File: src/rtl/spi_slave_param_if.sv
// SPI pin-side and reply-side signal bundle for spi_slave_param.
// Modports: slave = the SPI front end, master = whoever drives the pins and tx reply.
interface spi_slave_param_if #(
  parameter int PAYLOAD_W = 8,
  parameter int DATA_W    = 8
);
  logic                 MOSI;
  logic                 SS_n;
  logic                 tx_valid;
  logic [DATA_W-1:0]    tx_data;
  logic                 MISO;
  logic                 rx_valid;
  logic [PAYLOAD_W+1:0] rx_data;
  logic                 frame_err;

  modport slave (
    input  MOSI, SS_n, tx_valid, tx_data,
    output MISO, rx_valid, rx_data, frame_err
  );

  modport master (
    output MOSI, SS_n, tx_valid, tx_data,
    input  MISO, rx_valid, rx_data, frame_err
  );
endinterface

File: src/rtl/spi_slave_param.sv
// SPI slave: MSB-first {cmd,payload} deserialiser with read-reply serialiser; optional odd parity via SPI_SLAVE_PARITY_EN.
// rx_valid one cycle after the last frame bit; no backpressure, tx reply waits up to TX_TIMEOUT cycles.
module spi_slave_param #(
  parameter int PAYLOAD_W  = 8,
  parameter int DATA_W     = 8,
  parameter int TX_TIMEOUT = 16
) (
  input  logic             clk,
  input  logic             rst_n,
  spi_slave_param_if.slave bus
);
  localparam int W = PAYLOAD_W + 2;
`ifdef SPI_SLAVE_PARITY_EN
  localparam int FRAME_LEN = W + 1;
`else
  localparam int FRAME_LEN = W;
`endif
  localparam int CNT_W  = $clog2(FRAME_LEN + 1);
  localparam int IDX_W  = $clog2(W);
  localparam int WAIT_W = $clog2(TX_TIMEOUT + 1);
  localparam int BIT_W  = $clog2(DATA_W + 1);

  typedef enum logic [2:0] {
    IDLE, CHK_CMD, WRITE, READ_ADD, READ_DATA, WAIT_TX, SEND, DONE
  } state_t;

  state_t            state_q, state_d;
  logic [W-1:0]      shift_q, shift_d;
  logic [CNT_W-1:0]  cnt_q, cnt_d;
  logic [WAIT_W-1:0] wait_q, wait_d;
  logic [BIT_W-1:0]  bit_q, bit_d;
  logic [DATA_W-1:0] tx_sr_q, tx_sr_d;
  logic              rd_addr_done_q, rd_addr_done_d;
  logic              miso_q, miso_d;
  logic              rx_valid_q, rx_valid_d;
  logic [W-1:0]      rx_data_q, rx_data_d;
  logic              frame_err_q, frame_err_d;

  logic [IDX_W-1:0]  idx;
  logic [W-1:0]      frame_word;
  logic              frame_last;
  logic              frame_ok;

  always_ff @(posedge clk or negedge rst_n) begin
    if (!rst_n) begin
      state_q        <= IDLE;
      shift_q        <= '0;
      cnt_q          <= '0;
      wait_q         <= '0;
      bit_q          <= '0;
      tx_sr_q        <= '0;
      rd_addr_done_q <= 1'b0;
      miso_q         <= 1'b0;
      rx_valid_q     <= 1'b0;
      rx_data_q      <= '0;
      frame_err_q    <= 1'b0;
    end else begin
      state_q        <= state_d;
      shift_q        <= shift_d;
      cnt_q          <= cnt_d;
      wait_q         <= wait_d;
      bit_q          <= bit_d;
      tx_sr_q        <= tx_sr_d;
      rd_addr_done_q <= rd_addr_done_d;
      miso_q         <= miso_d;
      rx_valid_q     <= rx_valid_d;
      rx_data_q      <= rx_data_d;
      frame_err_q    <= frame_err_d;
    end
  end

  // Current frame with this cycle's MOSI merged in at its MSB-first position.
  always_comb begin
    idx        = IDX_W'(W - 1 - int'(cnt_q));
    frame_word = shift_q;
    if (cnt_q < CNT_W'(W)) frame_word[idx] = bus.MOSI;
    frame_last = (cnt_q == CNT_W'(FRAME_LEN - 1));
`ifdef SPI_SLAVE_PARITY_EN
    frame_ok   = ^{shift_q, bus.MOSI};
`else
    frame_ok   = 1'b1;
`endif
  end

  always_comb begin
    state_d        = state_q;
    shift_d        = shift_q;
    cnt_d          = cnt_q;
    wait_d         = wait_q;
    bit_d          = bit_q;
    tx_sr_d        = tx_sr_q;
    rd_addr_done_d = rd_addr_done_q;
    miso_d         = 1'b0;
    rx_valid_d     = 1'b0;
    rx_data_d      = rx_data_q;
    frame_err_d    = 1'b0;

    unique case (state_q)
      IDLE: begin
        if (!bus.SS_n) begin
          state_d = CHK_CMD;
          cnt_d   = '0;
        end
      end

      CHK_CMD: begin
        if (bus.SS_n) begin
          state_d     = IDLE;
          frame_err_d = 1'b1;
        end else begin
          shift_d        = '0;
          shift_d[W-1]   = bus.MOSI;
          cnt_d          = CNT_W'(1);
          if (!bus.MOSI)           state_d = WRITE;
          else if (rd_addr_done_q) state_d = READ_DATA;
          else                     state_d = READ_ADD;
        end
      end

      WRITE, READ_ADD, READ_DATA: begin
        if (bus.SS_n) begin
          state_d     = IDLE;
          frame_err_d = 1'b1;
        end else begin
          shift_d = frame_word;
          cnt_d   = cnt_q + CNT_W'(1);
          if (frame_last) begin
            if (!frame_ok) begin
              frame_err_d = 1'b1;
              state_d     = DONE;
            end else begin
              rx_valid_d = 1'b1;
              rx_data_d  = frame_word;
              if (state_q == READ_DATA) begin
                state_d = WAIT_TX;
                wait_d  = '0;
              end else begin
                state_d = DONE;
                if (state_q == READ_ADD) rd_addr_done_d = 1'b1;
              end
            end
          end
        end
      end

      WAIT_TX: begin
        if (bus.SS_n) begin
          state_d        = IDLE;
          frame_err_d    = 1'b1;
          rd_addr_done_d = 1'b0;
        end else if (bus.tx_valid) begin
          // MSB goes out straight away; the shifter holds the remaining bits.
          miso_d  = bus.tx_data[DATA_W-1];
          tx_sr_d = bus.tx_data << 1;
          bit_d   = BIT_W'(1);
          state_d = SEND;
        end else if (wait_q == WAIT_W'(TX_TIMEOUT - 1)) begin
          frame_err_d    = 1'b1;
          rd_addr_done_d = 1'b0;
          state_d        = DONE;
        end else begin
          wait_d = wait_q + WAIT_W'(1);
        end
      end

      SEND: begin
        if (bus.SS_n) begin
          state_d        = IDLE;
          frame_err_d    = 1'b1;
          rd_addr_done_d = 1'b0;
        end else if (bit_q == BIT_W'(DATA_W)) begin
          rd_addr_done_d = 1'b0;
          state_d        = DONE;
        end else begin
          miso_d  = tx_sr_q[DATA_W-1];
          tx_sr_d = tx_sr_q << 1;
          bit_d   = bit_q + BIT_W'(1);
        end
      end

      DONE: begin
        if (bus.SS_n) state_d = IDLE;
      end

      default: state_d = IDLE;
    endcase
  end

  assign bus.MISO      = miso_q;
  assign bus.rx_valid  = rx_valid_q;
  assign bus.rx_data   = rx_data_q;
  assign bus.frame_err = frame_err_q;
endmodule

File: src/flat_wrapper.sv
// flat-port wrapper written by rule: the top's interface ports become plain ports
module spi_slave_param_flat 
#(
  parameter int PAYLOAD_W  = 8,
  parameter int DATA_W     = 8,
  parameter int TX_TIMEOUT = 16
)
  (clk, rst_n, bus_MOSI, bus_SS_n, bus_tx_valid, bus_tx_data, bus_MISO, bus_rx_valid, bus_rx_data, bus_frame_err);
  spi_slave_param_if #(.PAYLOAD_W(PAYLOAD_W), .DATA_W(DATA_W)) bus_i ();
  input  logic clk;
  input  logic rst_n;
  input wire logic [$bits(bus_i.MOSI)-1:0] bus_MOSI;
  input wire logic [$bits(bus_i.SS_n)-1:0] bus_SS_n;
  input wire logic [$bits(bus_i.tx_valid)-1:0] bus_tx_valid;
  input wire logic [$bits(bus_i.tx_data)-1:0] bus_tx_data;
  output wire logic [$bits(bus_i.MISO)-1:0] bus_MISO;
  output wire logic [$bits(bus_i.rx_valid)-1:0] bus_rx_valid;
  output wire logic [$bits(bus_i.rx_data)-1:0] bus_rx_data;
  output wire logic [$bits(bus_i.frame_err)-1:0] bus_frame_err;
  assign bus_i.MOSI = bus_MOSI;
  assign bus_i.SS_n = bus_SS_n;
  assign bus_i.tx_valid = bus_tx_valid;
  assign bus_i.tx_data = bus_tx_data;
  assign bus_MISO = bus_i.MISO;
  assign bus_rx_valid = bus_i.rx_valid;
  assign bus_rx_data = bus_i.rx_data;
  assign bus_frame_err = bus_i.frame_err;
  spi_slave_param #(.PAYLOAD_W(PAYLOAD_W), .DATA_W(DATA_W), .TX_TIMEOUT(TX_TIMEOUT)) u_core (.clk(clk), .rst_n(rst_n), .bus(bus_i));
endmodule
File: config.mk
export PLATFORM = sky130hd
export DESIGN_NAME = spi_slave_param_flat
export DESIGN_NICKNAME = d
export VERILOG_FILES = /design/src/rtl/spi_slave_param_if.sv /design/src/rtl/spi_slave_param.sv /design/src/flat_wrapper.sv
export SDC_FILE = /design/constraint.sdc
export NUM_CORES = 1
export LEC_CHECK = 0
export BUFFER_PORTS_ARGS = -buffer_cell sky130_fd_sc_hd__buf_2
export CAP_MARGIN = 20
export CELL_PAD_IN_SITES_DETAIL_PLACEMENT = 0
export CELL_PAD_IN_SITES_GLOBAL_PLACEMENT = 1
export CORE_UTILIZATION = 45
export DETAILED_ROUTE_END_ITERATION = 10
export PLACE_DENSITY_LB_ADDON = 0.1
export SYNTH_ARGS = -nofsm -noshare
export SYNTH_HDL_FRONTEND = slang
export SYNTH_SLANG_ARGS = --single-unit
export TNS_END_PERCENT = 50
File: constraint.sdc
create_clock -name clk -period 6.4 [get_ports clk]
set_input_delay 0 -clock clk [delete_from_list [all_inputs] [get_ports clk]]
set_output_delay 0 -clock clk [all_outputs]
set_load 0.01 [all_outputs]
==> impl_metrics.yaml <==
route:
  first_pass_iters: 4
  drt_iter0_markers: 133
  viasPerCell: 5.58
  drt.antenna.violating_nets: 0
  vias: 2122
  avgRoutedWirePerCell_um: 14.7
  drc_errors: 0
  routed_wl_um: 5580
die:
  ioPinCount: 26
  start_util_pct: 47.3
  die_y_um: 78.7
  die_x_um: 78.7
  placeableCoreArea_um2: 5610
  rows: 27
  die_area_um2: 6200
pwr:
  p_leak_nw: 1.41
  p_per_area_nw_per_um2: 354
  irDropWorstVdd_v: 0.000185
hold_path:
  min_path_type: "in2reg"
  min_from: "bus_tx_data[2]"
timing:
  worstMarginPinSlew_ns: 0.613
  fmax_mhz: 446
  slew_headroom_pct: 59.1
  period_needed_ns: 2.24
  setup_tns_ns: 0
  rsz0062_at_grt: "no"
  drv_slew: 0
  finalHoldViolCount: 1
  timing.final.crit_share_pct: 35.0
  finalSetupViolCount: 0
  fin_skew_ns: 0.00517
  timing.hold.ws_ns: -0.00342
  setup_slack_ns: 4.16
global_routing:
  grt_pass1_vias: 2137
  grt-ovfl-total: 0
  grt_use_total_pct: 20.5
  grt_max_degree: 48
  grt_pass1_wl_um: 9910
  grt_antenna_before_repair: 0
logic_synthesis:
  synth_edf_count: 0
  synth_fp_nets: 307
  syn_area_per_cell_um2: 9.36
  ys_seq_area_share_pct: 44.4
  ys_warn_count: 0
  ys_types: 46
  synth_top_cell_area_share_pct: 44.4
  synth_area_leaders: "dfrtp_1, o21ai_0, mux2i_1"
  netlist_instances: 283
  synth_top_cell_by_area: "dfrtp_1"
  synth_seq_cells: 47
  synthesis.area_um2: 2650
  synth_ff_type: "dfrtp_1"
  async_flop_share_pct: 100
cells_and_area:
  multiInputGateArea_um2: 1320
  seqCellArea_um2: 1180
  stdcell_area_um2: 2990
  drive_above_1_share_pct: 13.6
  nFillCells: 541
  area_growth_pct: 12.9
  layout.nets: 331
  mostFrequentLayoutCells: "dfrtp_1, o21ai_0, buf_2"
  final_common_cell: "dfrtp_1"
  antenna_cells: 0
outcome:
  violations: "hold timing"
  status: "finished, violations left"
placement:
  dp_slack_ns: 4.16
  port_buffers: 25
  placed_area_um2: 2800
  place_hpwl_um: 3780
  gp_congestion: 0.755
setup_path:
  end_kind: "flip-flop"
  arrival_ns: 2.44
  critPathLaunch: "u_core.wait_q[0]$_DFFE_PN0P_"
  start_kind: "flip-flop"
  path_max_fanout: 7
  r2r_start: "u_core.wait_q[0]$_DFFE_PN0P_"
  critPathKind: "reg2reg"
  worstPathRequired_ns: 6.60
cts:
  post-cts-setup-buffer-count: 0
  clockBufferDepth: 2
  clk_pin_slew_ns: 0.09
  cts_hold_buf: 8
  htreeDepth: 2
  cts_made_buffers: 5
  clockRootBuffer: "clkbuf_8"
  cts_tree: "yes"
  cts_sinks: 47
  cts_resized: 0
  clk_latency_ns: 0.31
flow_run:
  cap_viol_max_count: 0
logic make-up after synthesis:
group | after synthesis | share of synthesized area, %
DFF | 47 | 44.4
AOI/OAI and AO/OA | 92 | 21.5
muxes | 16 | 6.14
and+or+nand+nor | 80 | 16.9
adders and majority gates | 11 | 5.19
buffers and inverters | 37 | 5.90
report_power, final:
part | total (mW) | switching, mW | leakage [nW] | internal (mW)
Sequential | 0.463 | 0.0960 | 0.619 | 0.367
Clock | 0.231 | 0.112 | 0.0587 | 0.119
Combinational | 0.366 | 0.201 | 0.728 | 0.165
Total | 1.06 | 0.409 | 1.41 | 0.651
final timing paths:
| kind | end | slack (ns) | depth (start not counted) |
|---|---|---|---|
| worst max-delay path | u_core.wait_q[3]$_DFFE_PN0P_ | 4.16 | 7 |
| worst min-delay path | u_core.tx_sr_q[3]$_DFFE_PN0P_ | -0.003 | 3 |
| worst max register to register | u_core.wait_q[3]$_DFFE_PN0P_ | 4.16 | 7 |
| worst min register to register | u_core.bus.rx_data[3]$_DFFE_PN0P_ | 0.48 | 2 |
| max in group asynchronous | u_core.bit_q[3]$_DFFE_PN0P_ | 5.68 | 3 |
| min in group asynchronous | u_core.cnt_q[3]$_DFFE_PN0P_ | 0.31 | 3 |
sequential cells by signal, summed over array words and instances (netlist names):
signal,count
u_core.rd_addr_done_q,1
u_core.tx_sr_q,7
u_core.bus.rx_data,10
u_core.shift_q,10
u_core.bus.rx_valid,1
u_core.bus.MISO,1
u_core.wait_q,5
u_core.bit_q,4
u_core.bus.frame_err,1
u_core.cnt_q,4
u_core.state_q,3
worst max-delay path: stages, from the launching register on:
cell and delay [ns]:
dfrtp_1 0.42, ha_1 0.23, and3_1 0.20, ha_1 0.21
or3b_2 0.44, a211o_1 0.35, o21ai_0 0.19, o31ai_1 0.09
metrics by stage:
stage | util, % | std cells | hold WS (ns) | power, mW
detailed placement | 49.8 | 364 | 0.145 | 0.832
floorplan | - | 283 | -0.296 | 0.742
finish | 53.3 | 380 | -0.00342 | 1.06
CTS | 53.3 | 380 | 0.000897 | 1.07
global placement | 49.8 | 364 | 0.139 | 0.830
global route | 53.3 | 380 | 0.0244 | 1.15
cells in the mapped netlist (all sizes together) (2+ instances only):
cell,count
inv,19
a21o,2
nand3b,2
clkbuf,13
nor2,8
mux2,2
or2,3
nor2b,11
nor4b,3
or3,2
o22ai,5
nor3,3
a32o,4
a21boi,7
ha,11
buf,5
nand3,10
and3,4
a31oi,3
dfrtp,47
mux2i,14
a21oi,17
nand2,22
o211ai,4
a22o,4
or4,3
o31ai,4
o21ai,36
per-layer routing:
| metal | up-vias | wire, um | part of all wire [%] | GRT usage, % |
|---|---|---|---|---|
| li1 | 1062 | - | - | - |
| met1 | 1026 | 2600 | 47 | 25.6 |
| met2 | 27 | 2730 | 49 | 34.2 |
| met3 | 7 | 159 | 2.8 | 4.25 |
| met4 | 0 | 91 | 1.6 | 9.07 |
| met5 | - | 0 | 0 | 0 |
layout make-up:
cell class	instances	area share, %
multi-input combinational	199	44.0
sequential	47	39.3
timing repair buffer	35	7.36
tap	72	3.01
inverter	19	2.38
clock buffer	5	2.30
clock inverter	3	1.59
Note: power is estimated with default switching activity, not from simulation.
